**src/rtl/prog_loader.sv**
```systemverilog
// Program-memory loader: clears the instruction store, accepts a byte stream into it,
// then holds the core in reset briefly before serving its fetches.
module prog_loader #(
    parameter int                ADDR_W         = 5,
    parameter int                DATA_W         = 8,
    parameter int                DEPTH          = 32,
    parameter int                RELEASE_CYCLES = 2,
    parameter logic [DATA_W-1:0] NOP_CODE       = 8'h00
) (
    input  logic              clk,
    input  logic              rst_ext,
    input  logic              load_start,
    input  logic              wr_valid,
    input  logic [DATA_W-1:0] wr_data,
    input  logic              wr_last,
    output logic              wr_ready,
    input  logic [ADDR_W-1:0] prog_cnt,
    output logic [DATA_W-1:0] instruction_code,
    output logic              cpu_rstn,
    output logic              load_done,
    output logic [ADDR_W:0]   wr_count
);

    localparam int REL_W = (RELEASE_CYCLES > 1) ? $clog2(RELEASE_CYCLES) : 1;
    localparam logic [ADDR_W-1:0] ADDR_LAST = ADDR_W'(DEPTH - 1);
    localparam logic [ADDR_W-1:0] ADDR_ONE  = ADDR_W'(1);
    localparam logic [ADDR_W:0]   CNT_MAX   = (ADDR_W + 1)'(DEPTH);
    localparam logic [ADDR_W:0]   CNT_ONE   = (ADDR_W + 1)'(1);
    localparam logic [REL_W-1:0]  REL_LAST  = REL_W'(RELEASE_CYCLES - 1);
    localparam logic [REL_W-1:0]  REL_ONE   = REL_W'(1);

    typedef enum logic [2:0] {
        ST_IDLE,
        ST_CLEAR,
        ST_LOAD,
        ST_RELEASE,
        ST_RUN
    } state_t;

    state_t              state_q, state_d;
    logic [ADDR_W-1:0]   addr_q, addr_d;
    logic [ADDR_W:0]     wr_count_q, wr_count_d;
    logic [REL_W-1:0]    rel_q, rel_d;
    logic                wr_ready_q, wr_ready_d;
    logic                cpu_rstn_q, cpu_rstn_d;
    logic                load_done_q, load_done_d;
    logic [DATA_W-1:0]   instr_q, instr_d;

    logic                mem_we;
    logic [ADDR_W-1:0]   mem_waddr;
    logic [DATA_W-1:0]   mem_wdata;
    logic                beat;

    logic [DATA_W-1:0]   mem [DEPTH];

    always_comb begin
        state_d    = state_q;
        addr_d     = addr_q;
        wr_count_d = wr_count_q;
        rel_d      = rel_q;
        mem_we     = 1'b0;
        mem_waddr  = addr_q;
        mem_wdata  = NOP_CODE;
        beat       = (state_q == ST_LOAD) && wr_valid && wr_ready_q;

        case (state_q)
            ST_IDLE: begin
                if (load_start) begin
                    state_d = ST_CLEAR;
                    addr_d  = '0;
                end
            end
            ST_CLEAR: begin
                mem_we = 1'b1;
                addr_d = addr_q + ADDR_ONE;
                if (addr_q == ADDR_LAST) begin
                    state_d    = ST_LOAD;
                    addr_d     = '0;
                    wr_count_d = '0;
                end
            end
            ST_LOAD: begin
                if (beat) begin
                    mem_we     = 1'b1;
                    mem_wdata  = wr_data;
                    addr_d     = addr_q + ADDR_ONE;
                    wr_count_d = (wr_count_q == CNT_MAX) ? wr_count_q : wr_count_q + CNT_ONE;
                    // The last store slot ends the load even without wr_last.
                    if (wr_last || (addr_q == ADDR_LAST)) begin
                        state_d = ST_RELEASE;
                        rel_d   = '0;
                    end
                end
            end
            ST_RELEASE: begin
                if (rel_q == REL_LAST) begin
                    state_d = ST_RUN;
                end else begin
                    rel_d = rel_q + REL_ONE;
                end
            end
            ST_RUN: begin
                if (load_start) begin
                    state_d = ST_CLEAR;
                    addr_d  = '0;
                end
            end
            default: state_d = ST_IDLE;
        endcase

        // Outputs are registered from the next state so they change on the transition edge.
        wr_ready_d  = (state_d == ST_LOAD);
        cpu_rstn_d  = (state_d == ST_RUN);
        load_done_d = (state_d == ST_RUN);
        instr_d     = (state_q == ST_RUN) ? mem[prog_cnt] : NOP_CODE;
    end

    always_ff @(posedge clk or posedge rst_ext) begin
        if (rst_ext) begin
            state_q     <= ST_IDLE;
            addr_q      <= '0;
            wr_count_q  <= '0;
            rel_q       <= '0;
            wr_ready_q  <= 1'b0;
            cpu_rstn_q  <= 1'b0;
            load_done_q <= 1'b0;
            instr_q     <= NOP_CODE;
        end else begin
            state_q     <= state_d;
            addr_q      <= addr_d;
            wr_count_q  <= wr_count_d;
            rel_q       <= rel_d;
            wr_ready_q  <= wr_ready_d;
            cpu_rstn_q  <= cpu_rstn_d;
            load_done_q <= load_done_d;
            instr_q     <= instr_d;
        end
    end

    // Store contents survive reset; only CLEAR initialises them.
    always_ff @(posedge clk) begin
        if (mem_we) begin
            mem[mem_waddr] <= mem_wdata;
        end
    end

    assign wr_ready         = wr_ready_q;
    assign cpu_rstn         = cpu_rstn_q;
    assign load_done        = load_done_q;
    assign wr_count         = wr_count_q;
    assign instruction_code = instr_q;

endmodule

```
**config.mk**
```make
export PLATFORM = sky130hd
export DESIGN_NAME = prog_loader
export DESIGN_NICKNAME = d
export VERILOG_FILES = /design/src/rtl/prog_loader.sv
export SDC_FILE = /design/constraint.sdc
export NUM_CORES = 1
export LEC_CHECK = 0
export CAP_MARGIN = 20
export CORE_UTILIZATION = 55
export CTS_CLUSTER_SIZE = 14
export DETAILED_ROUTE_END_ITERATION = 8
export HOLD_SLACK_MARGIN = 0.06
export MAX_ROUTING_LAYER = met4
export PLACE_DENSITY = 0.74
export SLEW_MARGIN = 20
export SYNTH_ARGS = -nofsm -noshare
export SYNTH_HDL_FRONTEND = slang
export SYNTH_SLANG_ARGS = --single-unit
```
**constraint.sdc**
```tcl
create_clock -name clk -period 3 [get_ports clk]
set_clock_uncertainty 0.1 [all_clocks]
set_input_delay 0.6 -clock clk [delete_from_list [all_inputs] [get_ports clk]]
set_output_delay 0.6 -clock clk [all_outputs]
set_load 0.01 [all_outputs]
```
==> results of run 1 <==
## layer usage
layer / GRT usage, % / up-vias
met5: - / -
met4: 6.30 / 0
met3: 3.41 / 41
met2: 39.0 / 208
met1: 30.0 / 2998
li1: - / 2541
## report_power, final
part	switching [µW]	internal, µW
logic	677	459
registers	176	4640
clock network	1360	1950
## placed cells by master (no fill, tap or decap), types with 3 or more instances in the layout
cell type        instances
a2111oi_2                3
a21oi_1                  3
a221o_1                  9
a221oi_1                 7
a22oi_1                  7
a31oi_1                  7
and2_1                  10
buf_12                   3
buf_4                   46
bufinv_16                3
clkbuf_1                10
clkbuf_16               27
clkdlybuf4s50_1         32
clkinv_2                 3
dfrtp_1                 25
edfxtp_1               256
ha_1                     7
inv_1                    8
mux2_2                   3
mux2i_1                 35
mux4_1                  31
mux4_2                  26
nand2_1                 12
nand2b_1                 3
nand3_1                  6
nand3b_1                 3
nor2_1                  44
nor2b_1                  5
o21ai_0                 12
or2_2                    3
xnor2_1                  3
## worst paths after layout
path	startpoint	end	slack, ps	cells past startpoint
max	wr_count[0]$_DFFE_PP0P_	wr_count[0]	750	1
min	rst_ext	instruction_code[7]$_DFF_PP0_	330	3
max reg2reg	state_q[1]$_DFF_PP0_	mem[25][0]$_DFFE_PP_	760	5
min reg2reg	rel_q$_DFFE_PP0P_	rel_q$_DFFE_PP0P_	460	1
max in group asynchronous	rst_ext	addr_q[1]$_DFFE_PP0P_	2160	3
min in group clk	rel_q$_DFFE_PP0P_	rel_q$_DFFE_PP0P_	460	1
## state kept, by name, summed over array words and instances (netlist names)
name,count
mem,256
instruction_code,8
wr_count,6
addr_q,5
state_q,3
load_done,1
rel_q,1
wr_ready,1
## logic make-up (layout without fill, tap and decap cells)
| logic type | after synthesis | count (layout) |
|---|---|---|
| flops | 281 | 281 |
| simple gates | 99 | 99 |
| fa+ha+maj | 7 | 7 |
| compound gates | 57 | 57 |
| mux | 95 | 95 |
| buf+inv | 38 | 141 |
| xor+xnor | 3 | 3 |
## stage by stage
step | std cells | cell area, µm² | worst slack (ps) | util (%) | hold WS (ps)
floorplan | 580 | 11500 | 857 | - | 410
global placement | 904 | 12300 | 290 | 60.3 | 433
detailed placement | 904 | 12300 | 269 | 60.3 | 442
CTS | 953 | 13100 | 714 | 64.5 | 335
global route | 953 | 13100 | 579 | 64.5 | 365
finish | 953 | 13100 | 746 | 64.5 | 328
## area by class of cell
cell class	instances	area share, %
clock buffers	38	5.53
clock inverters	11	1.04
inverters	9	0.257
multi-input cells	261	21.7
flip-flops and latches	281	63.3
well taps	270	2.57
repair buffers	83	5.60
==> impl_metrics.toml, run 1 <==
[status]
run_status = "finished, final reports clean"

[synthesis]
synthTopCellsByCount = "256 x edfxtp_1, 44 x nor2_1, 35 x mux2i_1"
syn_nets = 605
synthAdderAreaFrac_pct = 0.763
synth.distinct_cells = 51
synth_edf_count = 256
yosys.cell_count.top_type = "edfxtp_1"
avgSynthCellArea_um2 = 19.8
yosysTopAreaCell = "edfxtp_1"
netlist_area_um2 = 11500
synth_top_family_by_area = "multiplexers"
synthTopCellsByArea = "edfxtp_1 67%, mux4_1 7.1%, dfrtp_1 5.4%"
ys.flop_type = "edfxtp_1"
synth-xor-area-share_pct = 0.229
yosysWarnings = 0
postSynthRegisterBits = 281
synth_compound_area_share_pct = 3.84
seq_area_frac_synth_pct = 72.4
synth.area.mux_share_pct = 15.5
synth_top_area_share_pct = 66.9
async_flop_share_pct = 8.90
synth_simple_gate_area_share_pct = 4.46
syn-instance-count = 580

[clock_network]
cts_root_buffer = "clkbuf_16"
cts.sinks = 281
cts_buffer_depth = 3
cts_tree = "built"
cts_made_buffers = 27
post_cts_resized = 0
cts.hold.buffers_added = 0
clk_pin_slew_ps = 60
cts-htree-levels = 1
cts_setup_buffers = 0
clock_latency_ps = 540

[detailed_routing]
wire_per_inst_um = 24.4
firstDrtPassIters = 5
drt_iter0_drc = 575
finalWirelength_mm = 23.3
drc = 0
wl_met1_mm = 9.26
wl_met3_mm = 1.54
dr_total_vias = 5788
routed_via_density = 6.07
top_layer = "met4"
wl_met2_mm = 12.0
ant_nets = 0

[floorplanning]
die_x_um = 146
die_h_um = 146
die_area_um2 = 21500
core_area_um2 = 20400
start_util_pct = 56.4
rows = 52
pin_count = 35

[grt]
grt_pass1_wl_mm = 35.5
grt_usage_pct = 23.3
grt_start_max_net_pins = 48
grt_overflow = 0
grt_pass1_vias = 5972
antenna_found_initial = 0

[power_and_ir_drop]
irDropWorstVdd_uv = 623
finalPower_uw = 9260
leakagePower_uw = 0.00484
power.density_nw_per_um2 = 705

[sta]
hold_viol = 0
drv_slew = 0
fmax_mhz = 444
maxSlewHeadroom_pct = 61.1
fin_crit_sh_pct = 75.1
min_period_ps = 2250
setup_tns_ps = 0
worst_pin_slew_ps = 582
setup_violations = 0
rsz0062_at_grt = "false"

[hold_path]
hold_class = "primary input to asynchronous set/reset pin"

[placed_design]
numPortBuffers = 34
dpl.hpwl_mm = 14.8
gp_congestion = 0.919

[flow_run]
maxCapViolCount = 0

[finish]
antennaDiodeCount = 0
nets = 688
multi_input_area_um2 = 2850
drive_gt1_share_pct = 19.0
syn_to_final_growth_pct = 14.4
ff_latch_area_um2 = 8310
n_fill_cell = 1346

[worst_setup_path]
critical_path_required_ps = 2300
crit_path_top_delay_cell = "clkdlybuf4s50_1"
setup.worst_path.end_class = "primary output"
critPathTopFamily = "buffers and inverters"
critPathKind = "flop to primary output"
path_cells = "clkdlybuf4s50_1"
cp_max_fo = 7
cp.arrival_ps = 1550
slowest_delay_ps = 580
cp_num_buf_inv = 1
cp-start-kind = "flop"
No activity file was read; power rests on OpenSTA's default activity.
==> run 2: changes to the inputs <==
==> constraint.sdc (replaced) <==
create_clock -name clk -period 2.1 [get_ports clk]
set_clock_uncertainty 0.1 [all_clocks]
set_input_delay 0.42 -clock clk [delete_from_list [all_inputs] [get_ports clk]]
set_output_delay 0.42 -clock clk [all_outputs]
set_load 0.01 [all_outputs]
==> run 2 against run 1 <==
Register-to-register slack got worse by 670 ps. Sequential share of layout area decreased by 1.4 points. Design area increased by 2.4%. Core utilization increased by 1.5 points. Worst hold slack got worse by 150 ps. Setup slack got worse by 700 ps. Largest cell class unchanged.
==> impl_metrics.toml, run 2 (synthesis gave the netlist of run 1 again) <==
[finish]
ff_latch_area_um2 = 8320
drive_gt1_share_pct = 22.1
mostFrequentLayoutCell = "edfxtp_1"
mostFrequentLayoutCells = "256 x edfxtp_1, 61 x buf_4, 44 x nor2_1"
antennaDiodeCount = 0
largest_reg_flops = 256
nets = 714
top_register = "mem"
n_fill_cell = 1283
syn_to_final_growth_pct = 17.1
multi_input_area_um2 = 2850

[power_and_ir_drop]
power.density_nw_per_um2 = 992
seqPwrFrac_pct = 51.3
power_switching_uw = 3200
leakagePower_uw = 0.00498
finalPower_uw = 13300
netSwitchingFraction_pct = 24.0
comb_power_share_pct = 13.8
p_int_uw = 10100
p_clk_share_pct = 34.9
irDropWorstVdd_uv = 584

[floorplanning]
die_area_um2 = 21500
start_util_pct = 56.4
rows = 52
core_area_um2 = 20400
die_x_um = 146
pin_count = 35
die_h_um = 146

[sta]
rsz0062_at_grt = "false"
hold_viol = 0
setup_tns_ps = 0
setup_slack_ps = 49.6
setup_violations = 0
min_period_ps = 2050
worst_pin_slew_ps = 559
maxSlewHeadroom_pct = 62.7
fmax_mhz = 488
drv_slew = 0
fin_crit_sh_pct = 97.6

[clock_network]
cts_setup_buffers = 0
post_cts_resized = 0
cts_buffer_depth = 3
cts.hold.buffers_added = 0
clk_pin_slew_ps = 60
clock_latency_ps = 530
cts-htree-levels = 1
cts.sinks = 281
cts_made_buffers = 27
cts_root_buffer = "clkbuf_16"
cts_tree = "built"

[worst_setup_path]
cp-start-kind = "flop"
critical_path_required_ps = 1580
critPathTopFamily = "buffers and inverters"
cp.arrival_ps = 1530
cp_max_fo = 5
critPathKind = "flop to primary output"
setup.worst_path.end_class = "primary output"
path_cells = "clkdlybuf4s50_1"
crit_path_top_delay_cell = "clkdlybuf4s50_1"
cp_num_buf_inv = 1
slowest_delay_ps = 570

[grt]
grt_pass1_vias = 6148
grt_overflow = 0
grt_usage_pct = 23.6
antenna_found_initial = 0
grt_start_max_net_pins = 35
grt_pass1_wl_mm = 36.1

[detailed_routing]
firstDrtPassIters = 4
routed_via_density = 6.04
drc = 0
drt_iter0_drc = 573
dr_total_vias = 5898
finalWirelength_mm = 23.7
ant_nets = 0
wire_per_inst_um = 24.3

[flow_run]
maxCapViolCount = 0

[status]
run_status = "finished, final reports clean"

[placed_design]
gp_congestion = 0.886
post-place-ws_ps = -276
dpl.hpwl_mm = 15.4
numPortBuffers = 34

[hold_path]
hold_class = "primary input to asynchronous set/reset pin"
## run 2: changes by cell type in the layout (fill, tap and decap cells not counted), moves of 2 or more
cell | previous run | this run
dfrtp_1 | 25 | 23
dfrtp_2 | 0 | 2
clkinv_1 | 2 | 6
buf_4 | 46 | 61
clkbuf_1 | 10 | 7
buf_12 | 3 | 14
## run 2: final timing paths
kind | start | end | slack, ps | cells past startpoint
max | wr_count[1]$_DFFE_PP0P_ | wr_count[1] | 50 | 1
min | rst_ext | instruction_code[1]$_DFF_PP0_ | 180 | 3
max reg2reg | addr_q[0]$_DFFE_PP0P_ | wr_ready$_DFF_PP0_ | 90 | 6
min reg2reg | wr_count[0]$_DFFE_PP0P_ | wr_count[0]$_DFFE_PP0P_ | 470 | 1
max in group asynchronous | rst_ext | wr_count[0]$_DFFE_PP0P_ | 1410 | 3
min in group clk | wr_count[0]$_DFFE_PP0P_ | wr_count[0]$_DFFE_PP0P_ | 470 | 1
## run 2: layer usage
| metal | track usage (%) | vias to the layer above | part of all wire, % |
|---|---|---|---|
| li1 | - | 2597 | - |
| met1 | 30.2 | 3025 | 40 |
| met2 | 38.9 | 230 | 50 |
| met3 | 3.66 | 46 | 6.9 |
| met4 | 8.02 | 0 | 2.8 |
| met5 | - | - | 0 |
## run 2: power groups by stage
stage | Sequential [µW] | Combinational (µW) | Clock (µW)
after floorplan | 6880 | 1060 | 0
after global placement | 6900 | 1770 | 0
after detailed placement | 6950 | 1830 | 0
after CTS | 6840 | 1850 | 4700
after global routing | 6880 | 1990 | 4930
final | 6840 | 1850 | 4650
## run 2: per-stage QoR
step	hold slack, ps	util, %	area (µm²)	cells
after detailed placement	469	61.9	12600	930
after floorplan	347	-	11500	580
after global routing	251	66.0	13400	977
after global placement	431	61.9	12600	930
final	175	66.0	13400	977
after CTS	183	66.0	13400	977
## run 2: area by class of cell
type	instances	area share, %
Clock buffer	34	5.22
Clock inverter	13	1.01
Inverter	9	0.251
Multi-Input combinational cell	261	21.2
Sequential cell	281	61.8
Tap cell	270	2.51
Timing Repair Buffer	109	7.95
